<file path="config.mk">
export PLATFORM = sky130hd
export DESIGN_NAME = status_display_scanner_flat
export DESIGN_NICKNAME = d
export VERILOG_FILES = /design/src/rtl/status_display_scanner_if.sv /design/src/rtl/status_display_scanner.sv /design/src/flat_wrapper.sv
export SDC_FILE = /design/constraint.sdc
export NUM_CORES = 1
export LEC_CHECK = 0
export ABC_AREA = 0
export CORE_ASPECT_RATIO = 0.7
export CORE_MARGIN = 2
export CORE_UTILIZATION = 55
export DETAILED_ROUTE_END_ITERATION = 10
export GPL_ROUTABILITY_DRIVEN = 0
export GPL_TIMING_DRIVEN = 0
export PLACE_DENSITY = 0.82
export SLEW_MARGIN = 10
export SYNTH_ARGS = -nofsm -noshare
export SYNTH_HDL_FRONTEND = slang
export SYNTH_SLANG_ARGS = --single-unit
</file>
<file path="constraint.sdc">
create_clock -name clock -period 5.55 [get_ports clock]
set_clock_uncertainty 0.2 [all_clocks]
set_input_delay 0.8325 -clock clock [delete_from_list [all_inputs] [get_ports clock]]
set_output_delay 0.8325 -clock clock [all_outputs]
set_load 0.05 [all_outputs]
</file>
<file path="src/rtl/status_display_scanner_if.sv">
// Status inputs and display drive bundle for the 4-digit scanner.
interface status_display_scanner_if;
    logic [1:0] encoded_water;
    logic       conflicting_values;
    logic       splinker_bomb;
    logic       dripper_valvule;
    logic       water_supply_valvule;
    logic       segment_a, segment_b, segment_c, segment_d;
    logic       segment_e, segment_f, segment_g;
    logic       displays_point;
    logic       display_3, display_2, display_1, display_0;

    // Control side: produces status, watches the display
    modport master (
        output encoded_water, conflicting_values, splinker_bomb,
               dripper_valvule, water_supply_valvule,
        input  segment_a, segment_b, segment_c, segment_d,
               segment_e, segment_f, segment_g,
               displays_point, display_3, display_2, display_1, display_0
    );

    // Scanner side: consumes status, drives the display
    modport slave (
        input  encoded_water, conflicting_values, splinker_bomb,
               dripper_valvule, water_supply_valvule,
        output segment_a, segment_b, segment_c, segment_d,
               segment_e, segment_f, segment_g,
               displays_point, display_3, display_2, display_1, display_0
    );
endinterface

</file>
<file path="src/rtl/status_display_scanner.sv">
// Time-multiplexed common-anode 4-digit 7-segment driver for irrigation status.
// Status is snapshotted once per frame; all outputs are registered and active-low.
module status_display_scanner #(
    parameter int SCAN_DIV    = 50000,
    parameter int BLINK_STEPS = 250
) (
    input  logic                    clock,
    input  logic                    reset,
    status_display_scanner_if.slave bus
);
    localparam int PW = $clog2(SCAN_DIV);
    localparam int BW = (BLINK_STEPS > 1) ? $clog2(BLINK_STEPS) : 1;

    // Lit-segment masks, bit order {a,b,c,d,e,f,g}
    localparam logic [6:0] G_0 = 7'b1111110;
    localparam logic [6:0] G_1 = 7'b0110000;
    localparam logic [6:0] G_2 = 7'b1101101;
    localparam logic [6:0] G_3 = 7'b1111001;
    localparam logic [6:0] G_E = 7'b1001111;
    localparam logic [6:0] G_R = 7'b0000101;
    localparam logic [6:0] G_S = 7'b1011011;
    localparam logic [6:0] G_P = 7'b1100111;
    localparam logic [6:0] G_D = 7'b0111101;
    localparam logic [6:0] G_M = 7'b0000001;
    localparam logic [6:0] G_B = 7'b0000000;

    logic [PW-1:0] presc_q;
    logic [1:0]    idx_q;
    logic [BW-1:0] blink_cnt_q;
    logic          blink_phase_q;
    logic [5:0]    snap_q;
    logic          load_pending_q;   // first edge after reset must load the snapshot

    logic [5:0]    in_vec, snap_use;
    logic          step, err;
    logic [6:0]    mask_n;
    logic [3:0]    en_n;
    logic          dp_n;

    logic [6:0]    seg_q;
    logic [3:0]    en_q;
    logic          dp_q;

    assign in_vec = {bus.encoded_water, bus.conflicting_values, bus.splinker_bomb,
                     bus.dripper_valvule, bus.water_supply_valvule};
    assign step   = (presc_q == PW'(SCAN_DIV - 1));

    // Scan timing, digit rotation, blink and frame snapshot state
    always_ff @(posedge clock) begin
        if (reset) begin
            presc_q        <= '0;
            idx_q          <= 2'd3;
            blink_cnt_q    <= '0;
            blink_phase_q  <= 1'b0;
            snap_q         <= '0;
            load_pending_q <= 1'b1;
        end else begin
            load_pending_q <= 1'b0;
            if (load_pending_q || (step && idx_q == 2'd0))
                snap_q <= in_vec;
            if (step) begin
                presc_q <= '0;
                idx_q   <= idx_q - 1'b1;
                if (blink_cnt_q == BW'(BLINK_STEPS - 1)) begin
                    blink_cnt_q   <= '0;
                    blink_phase_q <= ~blink_phase_q;
                end else begin
                    blink_cnt_q <= blink_cnt_q + 1'b1;
                end
            end else begin
                presc_q <= presc_q + 1'b1;
            end
        end
    end

    // Glyph, enable and point for the digit currently indexed. On the load edge
    // the live inputs stand in for the snapshot so the first digit is fresh.
    always_comb begin
        snap_use = load_pending_q ? in_vec : snap_q;
        err      = snap_use[3] | (snap_use[2] & snap_use[1]);
        mask_n   = G_B;
        case (idx_q)
            2'd3: begin
                if (err) mask_n = G_E;
                else case (snap_use[5:4])
                    2'd0:    mask_n = G_0;
                    2'd1:    mask_n = G_1;
                    2'd2:    mask_n = G_2;
                    default: mask_n = G_3;
                endcase
            end
            2'd2:    mask_n = err ? G_R : G_B;
            2'd1:    mask_n = err ? G_R : snap_use[2] ? G_S : snap_use[1] ? G_D : G_M;
            default: mask_n = err ? G_B : snap_use[2] ? G_P : snap_use[1] ? G_R : G_M;
        endcase
        en_n = 4'b1111;
        if (!(err && blink_phase_q))
            en_n[idx_q] = 1'b0;
        dp_n = ~((idx_q == 2'd3) & snap_use[0] & ~err);
    end

    // Registered active-low outputs; dark while in reset
    always_ff @(posedge clock) begin
        if (reset) begin
            seg_q <= '1;
            en_q  <= '1;
            dp_q  <= 1'b1;
        end else begin
            seg_q <= ~mask_n;
            en_q  <= en_n;
            dp_q  <= dp_n;
        end
    end

    assign bus.segment_a      = seg_q[6];
    assign bus.segment_b      = seg_q[5];
    assign bus.segment_c      = seg_q[4];
    assign bus.segment_d      = seg_q[3];
    assign bus.segment_e      = seg_q[2];
    assign bus.segment_f      = seg_q[1];
    assign bus.segment_g      = seg_q[0];
    assign bus.displays_point = dp_q;
    assign bus.display_3      = en_q[3];
    assign bus.display_2      = en_q[2];
    assign bus.display_1      = en_q[1];
    assign bus.display_0      = en_q[0];
endmodule

</file>
<file path="src/flat_wrapper.sv">
// flat-port wrapper written by rule: the top's interface ports become plain ports
module status_display_scanner_flat 
#(
    parameter int SCAN_DIV    = 50000,
    parameter int BLINK_STEPS = 250
)
  (clock, reset, bus_encoded_water, bus_conflicting_values, bus_splinker_bomb, bus_dripper_valvule, bus_water_supply_valvule, bus_segment_a, bus_segment_b, bus_segment_c, bus_segment_d, bus_segment_e, bus_segment_f, bus_segment_g, bus_displays_point, bus_display_3, bus_display_2, bus_display_1, bus_display_0);
  status_display_scanner_if bus_i ();
  input  logic clock;
  input  logic reset;
  input wire logic [$bits(bus_i.encoded_water)-1:0] bus_encoded_water;
  input wire logic [$bits(bus_i.conflicting_values)-1:0] bus_conflicting_values;
  input wire logic [$bits(bus_i.splinker_bomb)-1:0] bus_splinker_bomb;
  input wire logic [$bits(bus_i.dripper_valvule)-1:0] bus_dripper_valvule;
  input wire logic [$bits(bus_i.water_supply_valvule)-1:0] bus_water_supply_valvule;
  output wire logic [$bits(bus_i.segment_a)-1:0] bus_segment_a;
  output wire logic [$bits(bus_i.segment_b)-1:0] bus_segment_b;
  output wire logic [$bits(bus_i.segment_c)-1:0] bus_segment_c;
  output wire logic [$bits(bus_i.segment_d)-1:0] bus_segment_d;
  output wire logic [$bits(bus_i.segment_e)-1:0] bus_segment_e;
  output wire logic [$bits(bus_i.segment_f)-1:0] bus_segment_f;
  output wire logic [$bits(bus_i.segment_g)-1:0] bus_segment_g;
  output wire logic [$bits(bus_i.displays_point)-1:0] bus_displays_point;
  output wire logic [$bits(bus_i.display_3)-1:0] bus_display_3;
  output wire logic [$bits(bus_i.display_2)-1:0] bus_display_2;
  output wire logic [$bits(bus_i.display_1)-1:0] bus_display_1;
  output wire logic [$bits(bus_i.display_0)-1:0] bus_display_0;
  assign bus_i.encoded_water = bus_encoded_water;
  assign bus_i.conflicting_values = bus_conflicting_values;
  assign bus_i.splinker_bomb = bus_splinker_bomb;
  assign bus_i.dripper_valvule = bus_dripper_valvule;
  assign bus_i.water_supply_valvule = bus_water_supply_valvule;
  assign bus_segment_a = bus_i.segment_a;
  assign bus_segment_b = bus_i.segment_b;
  assign bus_segment_c = bus_i.segment_c;
  assign bus_segment_d = bus_i.segment_d;
  assign bus_segment_e = bus_i.segment_e;
  assign bus_segment_f = bus_i.segment_f;
  assign bus_segment_g = bus_i.segment_g;
  assign bus_displays_point = bus_i.displays_point;
  assign bus_display_3 = bus_i.display_3;
  assign bus_display_2 = bus_i.display_2;
  assign bus_display_1 = bus_i.display_1;
  assign bus_display_0 = bus_i.display_0;
  status_display_scanner #(.SCAN_DIV(SCAN_DIV), .BLINK_STEPS(BLINK_STEPS)) u_core (.clock(clock), .reset(reset), .bus(bus_i));
endmodule
</file>
==> results.json <==
{
  "tns_ns": 0,
  "wl_per_cell_um": 13.5,
  "irDropWorstVdd_uv": 177,
  "yosysTopAreaCell": "dfxtp_1",
  "period_minus_slack_ns": 2.55,
  "ys_seq_area_frac": 0.432,
  "timing.fmax_ghz": 0.393,
  "whs_ns": 0.254,
  "crit_path_top_delay_cell": "clkdlybuf4s50_1",
  "final_nets": 275,
  "core_area_um2": 3630,
  "antenna_left": 0,
  "wirelength_um": 4180,
  "syn_area_um2": 2130,
  "hp-class": "flop to flop",
  "drv_cap": 0,
  "synth-edff-count": 0,
  "yosysMostFrequentCell": "dfxtp_1",
  "grt.overflow.total": 0,
  "synth_seq_cells": 46,
  "final_cells": 310,
  "cp_max_fo": 4,
  "synth_area_leaders": "dfxtp_1, nor2_1, ha_1",
  "ys_warn_count": 0,
  "rsz0062_at_grt": "no",
  "num_vias": 1734,
  "status": "completed",
  "first_pass_iters": 4,
  "fp.dieW_um": 78.4,
  "post-place-ws_ns": 2.71,
  "cts.hold.buffers_added": 0,
  "die_h_um": 56.1,
  "syn-instance-count": 233,
  "syn2layout_area_growth_pct": 16.1,
  "drt-vias-per-instance": 5.59,
  "cts.path.max_buffers": 2,
  "cts_sinks": 46,
  "p_per_area_nw_per_um2": 255,
  "relSlewSlack": 0.495,
  "first_iter_violations": 116,
  "diodes": 0,
  "crit_chain": "clkdlybuf4s50_1 > nor2_1 > a2111oi_2 > nor3_1 > nor3_1 > nor2_1",
  "drc": 0,
  "finalMaxSlewViolations": 0,
  "p_leak_nw": 0.985,
  "ys_types": 42,
  "cts-root-buf": "clkbuf_8",
  "setup_viol": 0,
  "total_power_uw": 632,
  "syn_area_per_cell_um2": 9.16,
  "path_clk_slew_ns": 0.09,
  "dp_cells": 302,
  "pin_count": 20,
  "die-area_um2": 4400,
  "crit_type": "input port to flop",
  "final_area_um2": 2480,
  "dp_hpwl_um": 3000,
  "h-tree-depth": 2,
  "fin_crit_sh": 0.459,
  "synth_fp_nets": 249,
  "grt_max_degree": 14,
  "synth_top_area_frac": 0.432,
  "cts_setup_buffers": 0,
  "cp.arrival_ns": 2.53,
  "num_rows": 18,
  "fin_util": 0.683,
  "postCtsResizedCells": 0,
  "cts_buffers": 5,
  "slowest_delay_ns": 0.55,
  "synth_top_flop_cell": "dfxtp_1",
  "clk_latency_ns": 0.29,
  "dpl_cell_area_um2": 2390,
  "track_usage": 0.201,
  "grt_first_pass_wirelength_um": 6980,
  "hold_viol": 0,
  "async_flop_share": 0,
  "ys_top_cells_by_count": "dfxtp_1, nor2_1, a21oi_1",
  "place.port_buffers": 19,
  "start_util": 0.588,
  "worstMarginPinSlew_ns": 0.751,
  "antenna_found_initial": 0,
  "drive_gt1_frac": 0.0808,
  "grt_pass1_vias": 1520,
  "setup_slack_ns": 3.00,
  "r2r_slack_ns": 3.38,
  "worst_ep_required_time_ns": 5.53,
  "critPathLaunchType": "input port",
  "endpoint_kind": "flop",
  "cts_tree": "yes"
}
[layout make-up]
cell class | instances | area, um2
plain buffers | 9 | 38.8
clock buffers | 7 | 86.3
clock inverters | 1 | 5.00
fillers | 289 | 1150
inverters | 4 | 15.0
multi-input cells | 174 | 1160
flip-flops and latches | 46 | 921
well taps | 50 | 62.6
repair buffers | 19 | 190
[worst paths after layout]
check,start,end,cells past startpoint
setup / recovery,bus_conflicting_values,u_core.seg_q[6]$_SDFF_PP1_,6
hold / removal,u_core.presc_q[0]$_SDFF_PP0_,u_core.presc_q[0]$_SDFF_PP0_,1
setup reg to reg,u_core.presc_q[0]$_SDFF_PP0_,u_core.snap_q[2]$_SDFFE_PP0P_,8
hold reg to reg,u_core.presc_q[0]$_SDFF_PP0_,u_core.presc_q[0]$_SDFF_PP0_,1
[layer usage]
layer,vias up,global-route usage,share of wire
met4,0,0.0602,0.0041
met1,807,0.292,0.51
met5,-,0,0
li1,874,-,-
met3,4,0.0552,0.046
met2,49,0.288,0.44
[placed cells by master (no fill, tap or decap), drive strengths merged, types with 5 or more instances in the layout]
cell type and instances:
dfxtp 46, nor2 36, clkdlybuf4s50 19, a21oi 18, nand2 13, o21ai 13, clkbuf 11, nor3 9
xor2 8, mux2i 8, ha 8, and3 6, nand3 6, xnor2 6, and4 5, or3 5
buf 5
[registers in the layout (all words and copies together), names as in the netlist]
register	flops
u_core.snap_q	6
u_core.idx_q	2
u_core.load_pending_q	1
u_core.bus.displays_point	1
u_core.presc_q	16
u_core.blink_cnt_q	8
u_core.blink_phase_q	1
u_core.en_q	4
u_core.seg_q	7
[logic make-up (layout without fill, tap and decap cells)]
family                   after synthesis  in the layout  share of synthesized area
XOR/XNOR                              14             14                     0.0575
buffers and inverters                 13             40                     0.0252
AND/OR/NAND/NOR                       98             98                      0.260
multiplexers                          10             10                     0.0481
flip-flops                            46             46                      0.432
adder cells (fa/ha/maj)                8              8                     0.0469
AO/OA/AOI/OAI                         44             44                      0.130
[where the power goes]
| part | switching [mW] | total [mW] | internal, mW |
|---|---|---|---|
| clock network | 0.109 | 0.210 | 0.101 |
| registers | 0.00527 | 0.346 | 0.340 |
| logic | 0.0470 | 0.0761 | 0.0291 |
| total | 0.162 | 0.632 | 0.470 |
[critical path: cells and delay by family]
family	cells	cell delay, ns
AND/OR/NAND/NOR	4	0.60
buffers and inverters	1	0.55
AO/OA/AOI/OAI	1	0.55
No activity file was read; power rests on OpenSTA's default activity.
==> edit 1, RTL diff (same flow settings) <==
Compare `blink_cnt_q` against `BW'(BLINK_STEPS - 1)` with >= in place of ==.
--- a/src/rtl/status_display_scanner.sv
+++ b/src/rtl/status_display_scanner.sv
@@ -62,5 +62,5 @@
                 presc_q <= '0;
                 idx_q   <= idx_q - 1'b1;
-                if (blink_cnt_q == BW'(BLINK_STEPS - 1)) begin
+                if (blink_cnt_q >= BW'(BLINK_STEPS - 1)) begin
                     blink_cnt_q   <= '0;
                     blink_phase_q <= ~blink_phase_q;
Behaviour: no difference found for any inputs over 10 cycles, from zero or initial values and one cycle with reset high; that may be too few to reach the edited logic, so the function may still have changed.
==> edit 1 against the unedited design <==
Sequential cell count is the same. Global-route usage grew 1.6 points. Area after synthesis grew 2.4%. Worst setup slack lost 29 ps. Highest routed layer unchanged. Die area grew 2.3%. Wire length grew 5.9%. Power grew 8.4%. Critical endpoint is now u_core.seg_q[0]. Final area grew 3.0%. Critical path type unchanged. Largest cell class unchanged.
==> edit 1: results (changes against the unedited design) <==
| Metric | Value |
|---|---|
| Vias in the first global route | `1,642 (+8.0%)` |
| Critical path launch point | `bus_dripper_valvule` |
| Max IR drop VDD | `204 uV (+16%)` |
| Largest regs | `u_core.presc_q x16, u_core.blink_cnt_q x8, u_core.seg_q x7` |
| Filler Cells Inserted | `302 (+4.5%)` |
| Syn nets | `267 (+7.2%)` |
| Crit-path max cell delay | `520 ps (-30 ps)` |
| Worst reg-to-reg setup slack | `3170 ps (-210 ps)` |
| Worst R2R End | `u_core.blink_cnt_q[3]` |
| Worst r2r path cells | `5 (-3)` |
| Placed wire-length estimate | `3.12 mm (+4.3%)` |
| Post-Synth XOR/XNOR Area | `6.41% (+0.67 points)` |
| Status | `finished clean` |
| Maximum number of pins on one net before global-route repair | `16 (+2)` |
| First-pass GRT wire length | `7.57 mm (+8.4%)` |
| Post-synthesis mux area share | `4.70% (-0.11 points)` |
| Top cells by count, synth | `dfxtp_1 (46), nand2_1 (30), nor2_1 (25)` |
| Compound-Gate Fraction of Synth Area | `10.7% (-2.3 points)` |
| Seq/Total Area, Yosys | `42.2% (-1.0 points)` |
| Slowest-stage cell, CP | `or3b_2` |
| Slew margin rel. | `58.9% (+9.4 points)` |
| CP Data Arrival Time | `2570 ps (+40 ps)` |
| Worst skew pair latency | `310 ps (+20 ps)` |
| Fraction of layout cells with a size suffix above 1 | `8.30% (+0.23 points)` |
| CP endpoint | `u_core.seg_q[0]` |
| Final WL | `4.42 mm (+5.9%)` |
| Sw Ratio | `25.7% (+0.077 points)` |
| Crit path max fanout | `9 (+5)` |
| Vias | `1,849 (+6.6%)` |
| LEAKAGE | `0.966 nW (-2.0%)` |
| ANT cells | `0 (unchanged)` |
| Nets | `293 (+6.5%)` |
| Yosys cell types | `44 (+4.8%)` |
| R2r startpoint | `u_core.presc_q[14]` |
| Initial drt markers | `128 (+10%)` |
| Post-cts resize count | `0 (unchanged)` |
| Worst-path clk slew | `80 ps` |
| Top cells by area, synth | `dfxtp_1 (42%), xnor2_1 (5.2%), ha_1 (5.2%)` |
| All-Layer GR Usage | `21.6% (+1.6 points)` |
| Adder-cell share of the synthesized area | `5.15% (+0.46 points)` |
## edit 1: layout make-up
| class | instances | area, um^2 | share of cell area, % |
|---|---|---|---|
| plain buffers | 7 | 27.5 | 1.08 |
| clock buffers | 5 | 68.8 | 2.70 |
| clock inverters | 3 | 43.8 | 1.72 |
| inverters | 15 | 56.3 | 2.21 |
| multi-input cells | 182 | 1180 | 46.2 |
| flip-flops and latches | 46 | 921 | 36.1 |
| well taps | 52 | 65.1 | 2.55 |
| repair buffers | 19 | 190 | 7.45 |
## edit 1: worst max-delay path, delay by kind of cell
family,cells,cell delay [ps]
simple gates,3,920
buf+inv,1,500
compound gates,1,320
## edit 1: metrics by stage
step	hold slack, ps	std cells	setup slack [ps]	total power [mW]	cell area (um^2)
5_1_grt	290	329	2880	0.710	2550
3_5_place_dp	251	321	2680	0.438	2440
2_1_floorplan	230	250	3340	0.410	2180
3_3_place_gp	242	321	2680	0.436	2440
6_report	267	329	2970	0.685	2550
4_1_cts	263	329	3000	0.689	2550
## edit 1: worst min-delay path by stage
stage	cells past startpoint	startpoint	endpoint	slack, ps
floorplan	1	u_core.presc_q[0]	u_core.presc_q[0]	230
global placement	1	u_core.presc_q[0]	u_core.presc_q[0]	240
detailed placement	2	u_core.snap_q[0]	u_core.snap_q[0]	250
CTS	2	u_core.snap_q[0]	u_core.snap_q[0]	260
global route	2	u_core.snap_q[0]	u_core.snap_q[0]	290
finish	2	u_core.snap_q[0]	u_core.snap_q[0]	270
## edit 1: cells by family (layout without fill, tap and decap cells)
logic type               after synthesis  in the layout
adder cells (fa/ha/maj)                9              9
flip-flops                            46             46
XOR/XNOR                              16             16
AND/OR/NAND/NOR                      111            111
AO/OA/AOI/OAI                         36             36
multiplexers                          10             10
buffers and inverters                 22             49
## edit 1: power by group through the flow
| stage | registers (mW) | logic [mW] | clock network (mW) |
|---|---|---|---|
| finish | 0.351 | 0.0800 | 0.254 |
| detailed placement | 0.359 | 0.0798 | 0 |
| floorplan | 0.377 | 0.0329 | 0 |
| global placement | 0.358 | 0.0777 | 0 |
| global route | 0.352 | 0.0864 | 0.271 |
| CTS | 0.351 | 0.0801 | 0.258 |
## edit 1: routing by layer
metal  share of wire, %  global-route usage [%]  wire [um]  up-vias
met5                  0                       0          0        -
met4                1.9                    9.85         82        0
met3                4.7                    4.82        209       10
met2                 43                    31.0       1920       49
met1                 50                    30.9       2210      858
li1                   -                       -          -      932
==> edit 2, RTL diff (same flow settings) <==
Made on the original files. `SCAN_DIV` is set to 50000 in 2 places; all go to 200000.
--- a/src/rtl/status_display_scanner.sv
+++ b/src/rtl/status_display_scanner.sv
@@ -2,5 +2,5 @@
 // Status is snapshotted once per frame; all outputs are registered and active-low.
 module status_display_scanner #(
-    parameter int SCAN_DIV    = 50000,
+    parameter int SCAN_DIV    = 200000,
     parameter int BLINK_STEPS = 250
 ) (
--- a/src/flat_wrapper.sv
+++ b/src/flat_wrapper.sv
@@ -2,5 +2,5 @@
 module status_display_scanner_flat 
 #(
-    parameter int SCAN_DIV    = 50000,
+    parameter int SCAN_DIV    = 200000,
     parameter int BLINK_STEPS = 250
 )
Formal check against the unedited RTL: same outputs for any inputs over 10 cycles, from zero or initial values and one cycle with reset high; that may be too few to reach the edited logic, so the function may still have changed.
==> edit 2 against the unedited design <==
Power up 3.5%. Final area up 8.2%. Synthesized cell count up 9.0%. Sequential share of layout area down 1.3 points. Sequential cell count up 2. Wire length up 15%. Worst setup slack worse by 55 ps. Area after synthesis up 9.3%. Highest routed layer unchanged.
==> edit 2: results (changes against the unedited design) <==
| Metric | Value |
|---|---|
| Seq/Total Area, Yosys | `41.2% (-2.0 points)` |
| Max IR drop VDD | `154 uV (-13%)` |
| Crit path max fanout | `10 (+6)` |
| CP Data Arrival Time | `2590 ps (+60 ps)` |
| Vias in the first global route | `1,814 (+19%)` |
| Post-Synthesis Cells | `254 (+9.0%)` |
| Crit-path max cell delay | `630 ps (+80 ps)` |
| Vias | `1,961 (+13%)` |
| Invs w/o clock | `9 (+5)` |
| Filler Cells Inserted | `324 (+12%)` |
| Non-clk buf share | `10.4% (+1.2 points)` |
| H-tree depth | `2 (unchanged)` |
| Clock buffer cells | `7 (unchanged)` |
| Nets | `296 (+7.6%)` |
| Slowest-stage cell, CP | `a2111oi_4` |
| Dpl cells | `325 (+7.6%)` |
| Clock buffer depth | `2 (unchanged)` |
| First-pass GRT wire length | `8.32 mm (+19%)` |
| Int Power | `0.486 mW (+3.3%)` |
| Worst hold path class | `reg2reg` |
| Final Instance Count excl. Fillers | `333 (+7.4%)` |
| Crit path max-delay family | `compound AO/OA/AOI/OAI gates` |
| Top_reg_cell synth | `dfxtp_1` |
| Status | `finished clean` |
| Yosys cell types | `59 (+40%)` |
| Top cells by area, synth | `dfxtp_1 (41%), ha_1 (4.3%), nand2_1 (3.9%)` |
| LEAKAGE | `1.02 nW (+3.5%)` |
| Syn nets | `270 (+8.4%)` |
| Bufs w/o clock | `33 (+18%)` |
| Initial drt markers | `142 (+22%)` |
| All-Layer GR Usage | `22.3% (+2.2 points)` |
| ANT cells | `0 (unchanged)` |
| Initial DRT Pass Iterations | `4 (unchanged)` |
| Worst skew pair latency | `300 ps` |
| Fraction of area in multi-input gates | `46.6% (-0.20 points)` |
| Clock-cell share | `3.50% (-0.19 points)` |
| Fraction of layout cells with a size suffix above 1 | `9.61% (+1.5 points)` |
| CTS Buf Count | `5 (unchanged)` |
| Antenna violations before repair | `0 (unchanged)` |
| Asr flop ratio synth | `0% (unchanged)` |
| Number of multi-input logic gates | `183 (+5.2%)` |
| Final setup fails | `0 (unchanged)` |
| Top cells by count, synth | `dfxtp_1 (48), nand2_1 (24), nor2_1 (22)` |
| Port Buffers | `19 (unchanged)` |
| Maximum number of pins on one net before global-route repair | `15 (+1)` |
| Clock sinks | `48 (+4.3%)` |
| Synth warnings | `0 (unchanged)` |
| Worst-path clk slew | `90 ps (about the same)` |
| Largest regs | `u_core.presc_q x18, u_core.blink_cnt_q x8, u_core.seg_q x7` |
| Placed wire-length estimate | `3.46 mm (+16%)` |
| Fraction of area in registers | `35.8% (-1.3 points)` |
| Routed length per placed instance | `14.5 um (+7.5%)` |
| Slew margin rel. | `60.2% (+11 points)` |
edit 2: changes by cell type in the layout (fill, tap and decap cells not counted), moves of 4 or more:
cell | before | now
inv_1 | 4 | 9
nand4_1 | 1 | 8
a21oi_1 | 17 | 9
nand2b_1 | 4 | 0
nand3_1 | 6 | 13
nor3_1 | 9 | 4
xnor2_1 | 6 | 1
nor2_1 | 36 | 22
nand2_1 | 13 | 24
edit 2: final timing paths:
path | startpoint | to | slack [ps] | cells after the start
setup / recovery | bus_dripper_valvule | u_core.seg_q[0] | 2950 | 5
setup reg to reg | u_core.presc_q[0] | u_core.presc_q[2] | 3360 | 8
hold reg to reg | u_core.snap_q[5] | u_core.snap_q[5] | 260 | 2
hold / removal | u_core.snap_q[5] | u_core.snap_q[5] | 260 | 2
edit 2: metal layers:
layer	GRT usage [%]	routed length, um	share of wire (%)
met5	0	0	0
met4	5.00	28	0.58
met3	4.75	291	6.0
met2	33.2	2030	42
met1	33.3	2470	51
edit 2: logic make-up after synthesis:
kind of cell | share of synthesized area [%]
simple gates | 22.9
compound gates | 17.4
flops | 41.2
xor+xnor | 4.13
mux | 4.88
buf+inv | 5.26
fa+ha+maj | 4.29
edit 2: per-stage QoR:
step,utilization (%),cell area [um^2],power (mW),setup WS [ps]
CTS,67.1,2680,0.657,2990
global route,67.1,2680,0.679,2910
finish,67.1,2680,0.654,2950
global placement,64.8,2590,0.443,2700
floorplan,-,2330,0.419,3370
detailed placement,64.8,2590,0.445,2690
edit 2: power by group through the flow:
stage               registers [mW]  logic (mW)  clock network (mW)
floorplan                    0.387      0.0320                   0
global placement             0.368      0.0754                   0
detailed placement           0.368      0.0763                   0
CTS                          0.360      0.0769               0.220
global route                 0.362      0.0822               0.235
finish                       0.360      0.0773               0.216
